## src/rtl/pipeline_pkg.sv

```systemverilog
// ============================================================
// pipeline_pkg: stage index constants and elaboration helpers
// Rev 1.0
// ============================================================
`default_nettype none

package pipeline_pkg;

  localparam int IF_ID  = 0;
  localparam int ID_EX  = 1;
  localparam int EX_MEM = 2;
  localparam int MEM_WB = 3;

  function automatic int clog2(input int value);
    int r;
    r = 0;
    for (int i = 0; i < 31; i++) begin
      if ((1 << i) < value) r = i + 1;
    end
    return r;
  endfunction

endpackage

`default_nettype wire

```

## src/rtl/pipeline_stage_cell.sv

```systemverilog
// ============================================================
// pipeline_stage_cell: one valid+payload register with load/flush
// Rev 1.0
// ============================================================
`default_nettype none

module pipeline_stage_cell
  import pipeline_pkg::*;
#(
  parameter int DATA_WIDTH = 64
) (
  input  logic                  clk,
  input  logic                  reset,
  input  logic                  i_load,
  input  logic                  i_flush,
  input  logic                  i_valid,
  input  logic [DATA_WIDTH-1:0] i_data,
  output logic                  o_valid,
  output logic [DATA_WIDTH-1:0] o_data,
  output logic                  o_valid_nxt
);

  logic                  r_valid;
  logic [DATA_WIDTH-1:0] r_data;

  // Flush wins over both hold and load.
  always_comb begin
    o_valid_nxt = r_valid;
    if (i_flush) begin
      o_valid_nxt = 1'b0;
    end else if (i_load) begin
      o_valid_nxt = i_valid;
    end
  end

  always_ff @(posedge clk or posedge reset) begin
    if (reset) begin
      r_valid <= 1'b0;
      r_data  <= '0;
    end else begin
      r_valid <= o_valid_nxt;
      if (i_load) begin
        r_data <= i_data;
      end
    end
  end

  assign o_valid = r_valid;
  assign o_data  = r_data;

endmodule

`default_nettype wire

```

## src/rtl/pipeline_stage_chain.sv

```systemverilog
// ============================================================
// pipeline_stage_chain: stallable/flushable chain of register stages
// Rev 1.0
// ============================================================
`default_nettype none

module pipeline_stage_chain
  import pipeline_pkg::*;
#(
  parameter int NUM_STAGES = 4,
  parameter int DATA_WIDTH = 64,
  parameter int COLLAPSE   = 0,
  parameter int CNT_WIDTH  = 32
) (
  input  logic                                clk,
  input  logic                                reset,
  input  logic                                in_valid,
  input  logic [DATA_WIDTH-1:0]               in_data,
  output logic                                in_ready,
  input  logic [NUM_STAGES-1:0]               stall_i,
  input  logic [NUM_STAGES-1:0]               flush_i,
  output logic                                out_valid,
  output logic [DATA_WIDTH-1:0]               out_data,
  input  logic                                out_ready,
  output logic [clog2(NUM_STAGES+1)-1:0]      occupancy_o,
  output logic [CNT_WIDTH-1:0]                retired_o
);

  localparam int OCC_W = clog2(NUM_STAGES + 1);

  logic [NUM_STAGES-1:0] w_valid;
  logic [NUM_STAGES-1:0] w_valid_nxt;
  logic [NUM_STAGES-1:0] w_pass;
  logic [NUM_STAGES-1:0] w_acc;
  logic [DATA_WIDTH-1:0] w_data [NUM_STAGES];
  logic [OCC_W-1:0]      w_occ_nxt;
  logic [OCC_W-1:0]      r_occupancy;
  logic [CNT_WIDTH-1:0]  r_retired;

  assign w_pass = w_valid & ~stall_i & ~flush_i;

  // Acceptance ripples from the consumer back toward stage 0.
  always_comb begin
    logic w_room;
    w_room = out_ready;
    w_acc  = '0;
    for (int s = NUM_STAGES - 1; s >= 0; s--) begin
      if (w_valid[s]) begin
        w_room = w_pass[s] & w_room;
      end else if (COLLAPSE != 0) begin
        w_room = 1'b1;
      end
      w_acc[s] = w_room;
    end
  end

  for (genvar s = 0; s < NUM_STAGES; s++) begin : g_stage
    logic                  w_src_valid;
    logic [DATA_WIDTH-1:0] w_src_data;

    if (s == 0) begin : g_head
      assign w_src_valid = in_valid;
      assign w_src_data  = in_data;
    end else begin : g_body
      assign w_src_valid = w_pass[s-1];
      assign w_src_data  = w_data[s-1];
    end

    pipeline_stage_cell #(
      .DATA_WIDTH (DATA_WIDTH)
    ) u_cell (
      .clk         (clk),
      .reset       (reset),
      .i_load      (w_acc[s]),
      .i_flush     (flush_i[s]),
      .i_valid     (w_src_valid),
      .i_data      (w_src_data),
      .o_valid     (w_valid[s]),
      .o_data      (w_data[s]),
      .o_valid_nxt (w_valid_nxt[s])
    );
  end

  always_comb begin
    w_occ_nxt = '0;
    for (int s = 0; s < NUM_STAGES; s++) begin
      w_occ_nxt = w_occ_nxt + OCC_W'(w_valid_nxt[s]);
    end
  end

  always_ff @(posedge clk or posedge reset) begin
    if (reset) begin
      r_occupancy <= '0;
      r_retired   <= '0;
    end else begin
      r_occupancy <= w_occ_nxt;
      if (out_valid && out_ready) begin
        r_retired <= r_retired + CNT_WIDTH'(1);
      end
    end
  end

  assign in_ready    = w_acc[0];
  assign out_valid   = w_pass[NUM_STAGES-1];
  assign out_data    = w_data[NUM_STAGES-1];
  assign occupancy_o = r_occupancy;
  assign retired_o   = r_retired;

endmodule

`default_nettype wire

```

## config.mk

```make
export PLATFORM = sky130hd
export DESIGN_NAME = pipeline_stage_chain
export DESIGN_NICKNAME = d
export VERILOG_FILES = /design/src/rtl/pipeline_pkg.sv /design/src/rtl/pipeline_stage_cell.sv /design/src/rtl/pipeline_stage_chain.sv
export SDC_FILE = /design/constraint.sdc
export NUM_CORES = 1
export LEC_CHECK = 0
export BUFFER_PORTS_ARGS = -buffer_cell sky130_fd_sc_hd__buf_2
export CAP_MARGIN = 20
export CORE_AREA = 2 2 177 223
export CTS_BUF_LIST = sky130_fd_sc_hd__clkbuf_4
export DETAILED_ROUTE_END_ITERATION = 10
export DIE_AREA = 0 0 179 225
export SYNTH_ARGS = -nofsm -noshare
export SYNTH_HDL_FRONTEND = slang
export SYNTH_SLANG_ARGS = --single-unit
export TNS_END_PERCENT = 5
```

## constraint.sdc

```tcl
create_clock -name clk -period 12.7 [get_ports clk]
set_input_delay 1.27 -clock clk [delete_from_list [all_inputs] [get_ports clk]]
set_output_delay 1.27 -clock clk [all_outputs]
set_load 0.02 [all_outputs]
```

# After elaboration in Yosys (flattened, before gate mapping)
# Cells that the tools add are included.
dict set report op_classes {
  addsub 4
  n_mul 0
  n_div 0
  order_cmp 0
  n_eq_ne 0
  shifts 0
  muxes 12
  bitwise_logic 8
  reduce_logical 1
}
# cell n
set ops {}
lappend ops {{32-bit by 1-bit adder with 32-bit output (second input constant)} 1}
lappend ops {{1-bit 2-to-1 mux} 12}
lappend ops {{4-bit AND} 2}
lappend ops {{4-bit NOT} 2}
lappend ops {{1-bit AND} 4}
lappend ops {{2-bit by 1-bit adder with 3-bit output} 1}
lappend ops {{3-bit by 1-bit adder with 3-bit output} 1}
lappend ops {{1-bit by 1-bit adder with 2-bit output} 1}
lappend ops {{1-bit logical AND} 1}
dict set report word_totals {
  regBits 295
  latchBits 0
  ramBits 0
  romBits 0
  input_bits 76
  out_inout_bits 101
  word_cells 35
  memories 0
}

# Depth between registers and ports, before layout
dict set report depth {
  ltp_word 16
  depth_mapped 9
  ltp_nobuf 7
}

# Cells and area by module
# A second synthesis with hierarchy kept.
dict set report hier_totals {
  cells_unflattened 708
  hier_area_um2 12190.4
}
# mod instances cells_each area_each_um2
set by_module_without_submodules {}
lappend by_module_without_submodules {pipeline_stage_cell 4 139 2625.0}
lappend by_module_without_submodules {pipeline_stage_chain 1 152 1690.4}

# Worst setup path before layout
# Ideal clock, no wire load.
dict set report synth_timing {
  path_kind {input-to-output}
  start {input flush_i[3]}
  end {output in_ready}
  t_arrival_ns 2.183
  setup_slack_ns 9.247
  stages 6
  path_buffers 2
  path_cell_list {o21ai_2 nand4_1 nand2b_1 buf_6 buf_6 inv_1}
}
dict set report synth_via {
  elab_chain_cells 10
}
# item line
set synth_rtl {}
lappend synth_rtl {{start, declared} pipeline_stage_chain.sv:21} ;# input logic [NUM_STAGES-1:0] flush_i,
lappend synth_rtl {{4-bit NOT *} pipeline_stage_chain.sv:40} ;# assign w_pass = w_valid & ~stall_i & ~flush_i;
lappend synth_rtl {{4-bit AND *} pipeline_stage_chain.sv:40}
lappend synth_rtl {{1-bit AND *} pipeline_stage_chain.sv:49} ;# w_room = w_pass[s] & w_room;
lappend synth_rtl {{1-bit 2-to-1 mux *} pipeline_stage_chain.sv:48} ;# if (w_valid[s]) begin
lappend synth_rtl {{1-bit AND} pipeline_stage_chain.sv:49}
lappend synth_rtl {{1-bit 2-to-1 mux *} pipeline_stage_chain.sv:48}
lappend synth_rtl {{1-bit AND} pipeline_stage_chain.sv:49}
lappend synth_rtl {{1-bit 2-to-1 mux *} pipeline_stage_chain.sv:48}
lappend synth_rtl {{1-bit AND} pipeline_stage_chain.sv:49}
lappend synth_rtl {{1-bit 2-to-1 mux *} pipeline_stage_chain.sv:48}
lappend synth_rtl {{end, declared} pipeline_stage_chain.sv:19} ;# output logic in_ready,
# Every way passes the cells marked *; elsewhere a longest branch is shown, timed or not.

# Worst setup path after layout
# Ends and elaborated chain as after synthesis.

==> qor.csv <==
metric;value;unit
initial antenna violation count;3;
Top cell by count, worst path;buf_2;
final hold violation count;0;
worst clock skew;0.0398;ns
RR Endpoint;g_stage[0].u_cell.o_data[49];
Area contributors post-synth;dfrtp_1 65%, mux2_2 21%, mux2_1 4.9%;
Cell variety after synth;33;
Post-Syn Nets;788;
first-pass detailed-route iteration total;4;
Die Span X;179;µm
Slew HR;0.298;
max cap viols;0;
endpoints failing setup;0;
asr flop ratio synth;1.00;
worst-skew pair later-pin latency;0.73;ns
antenna-violating nets left;0;
post-synth top area cell;dfrtp_1;
vias in the first global route;6940;
r2r worst-path depth;6;
Area growth, synth to finish;20.2;%
Worst R2R Start;g_stage[3].u_cell.o_valid;
# port buffers;176;
period utilization;0.329;
WL/cell;16.2;µm
peak supply drop;0.0543;mV
post-synthesis cell area;11300;µm²
clock transition at the registers of the reported paths;0.06;ns
DR iter-0 viols;162;
Inst Count DP;1351;
outcome;completed;
Post-DP HPWL;15.0;mm
worst-path maximum fanout;67;
Post-CTS Resized;0;
row count;80;
register area share after synthesis;0.653;
CP max stage delay;0.77;ns
Setup CP Type;input pin to output pin;
Slew Viols, Final;0;
Setup crit end kind;output pin;
Slew @ Worst Pin;1.05;ns
Avg Vias per Cell;4.47;
ys flop type;dfrtp_1;
cts hold-fix bufs;0;
commonest non-fill, non-tap cell in the layout;dfrtp_1;
TritonCTS Sinks;295;
final-stage net count;1018;
Via Count;6619;
hold path cells;1;
Post-Layout Cell Count;1481;
most frequent cells in the layout;295 x dfrtp_1, 208 x mux2_2, 176 x buf_2;
Die Height;225;µm
CTS tree;yes;
I/O Pins;177;
Num CTS Buffers;76;
maximum clock frequency;240;MHz
worst hold-check path type;flip-flop to flip-flop;
CP Data Required Time;11.43;ns
worst-case hold path end point;retired_o[31];
Post-CTS Setup Inserts;0;
Initial Util;0.298;
Pwr Density;171;nW/µm²
number of synthesized flops with an enable pin;0;
GP Congestion;0.743;
cell family with most CP delay;buffers and inverters;
layout cells sized above 1;0.509;
Final min period;4.17;ns
Synth Instances;708;
setup slack, reg-to-reg;9.67;ns
unrepaired setup endpoints after global routing;no;
GRT Util Overall;0.124;
cells along the critical path;buf_2, o21ai_2, nand4_1, buf_4, nand2b_4, inv_1, buf_2;
worst path bufs/invs;4;
CP max-delay cell;buf_4;
share of the synthesized area in the top cell type;0.653;
Syn. warnings;0;
first-pass GRT wire length;37.9;mm
die area;40300;µm²
mean post-synth cell area;16.0;µm²
CP arrival;2.90;ns
Yosys reg bits;295;
Hold Path Origin;retired_o[31];
hold slack;0.464;ns
core area;37900;µm²
detailed-route DRC error count;0;
Root Buffer;clkbuf_4;
static leakage;0.00626;µW
final setup TNS;0;ns
Startpoint Class;input pin;
CTS max path bufs;3;
CTS HTree Levels;3;
final wirelength;24.0;mm
grt total ovfl;0;
pin count of the biggest net entering global routing;147;
-- Yosys cell counts (3+ instances only) --
| cell type | count |
|---|---|
| nor3_1 | 8 |
| and4_1 | 3 |
| a21oi_1 | 4 |
| xnor2_1 | 15 |
| nand3_1 | 12 |
| o21ai_0 | 6 |
| buf_2 | 19 |
| mux2_1 | 49 |
| inv_1 | 7 |
| nand2_1 | 10 |
| ha_1 | 3 |
| and2_1 | 3 |
| buf_6 | 6 |
| xor2_1 | 16 |
| clkbuf_1 | 4 |
| dfrtp_1 | 295 |
| nor4_1 | 5 |
| nor2_1 | 7 |
| mux2_2 | 208 |
| and3_1 | 6 |
| nand4_1 | 10 |
-- sequential cells by signal (all words and copies together), names as in the netlist --
name                    cells
g_stage.u_cell.o_valid      4
retired_o                  32
occupancy_o                 3
g_stage.u_cell.o_data     256
-- routing by layer --
metal / up-vias / global-route usage / wire [µm]
li1: 3023 / - / -
met1: 3374 / 0.143 / 9720
met4: 4 / 0.0648 / 665
met5: - / 0 / 27
met3: 45 / 0.0427 / 1540
met2: 173 / 0.203 / 12000
-- kinds of logic after synthesis --
group,Yosys count,synth area share
fa+ha+maj,4,0.00509
compound gates,12,0.00565
simple gates,72,0.0373
mux,257,0.256
flops,295,0.653
xor+xnor,31,0.0240
buf+inv,37,0.0187
-- per-stage QoR --
step,total power [µW],instance area [µm²],setup slack [ns],utilization
finish,2320,13600,8.53,0.358
global route,2480,13600,8.39,0.358
CTS,2380,13600,8.48,0.357
detailed placement,1600,12700,8.47,0.334
global placement,1590,12700,8.48,0.334
floorplan,1460,11300,3.28,-
-- power by group --
part           internal (µW)  leakage [µW]  switching, µW
Clock                    375      0.000520            376
Combinational            185       0.00221            186
Sequential              1110       0.00353           89.2
Total                   1670       0.00626            651
-- final cells by class --
type / instances / area (µm²)
Antenna cell: 1 / 2.50
Clock buffer: 96 / 721
Clock inverter: 32 / 148
Fill cell: 3674 / 24400
Inverter: 7 / 33.8
Multi-Input combinational cell: 376 / 3740
Sequential cell: 295 / 7380
Tap cell: 492 / 616
Timing Repair Buffer: 182 / 946
-- worst max path at each step --
stage	from	end	cells after the start
2_1_floorplan	reset	g_stage[0].u_cell.o_data[0]	1
3_3_place_gp	flush_i[3]	in_ready	7
3_5_place_dp	flush_i[3]	in_ready	7
4_1_cts	flush_i[3]	in_ready	7
5_1_grt	flush_i[3]	in_ready	7
6_report	flush_i[3]	in_ready	7
-- worst register-to-register path, cell delays in order, from the launching register on --
cell	delay [ns]
dfrtp_1	0.39
o21ai_2	0.13
nand4_1	0.12
buf_4	0.77
nand2b_4	0.31
buf_4	0.76
mux2_2	0.43
Note: power is estimated with default switching activity, not from simulation.
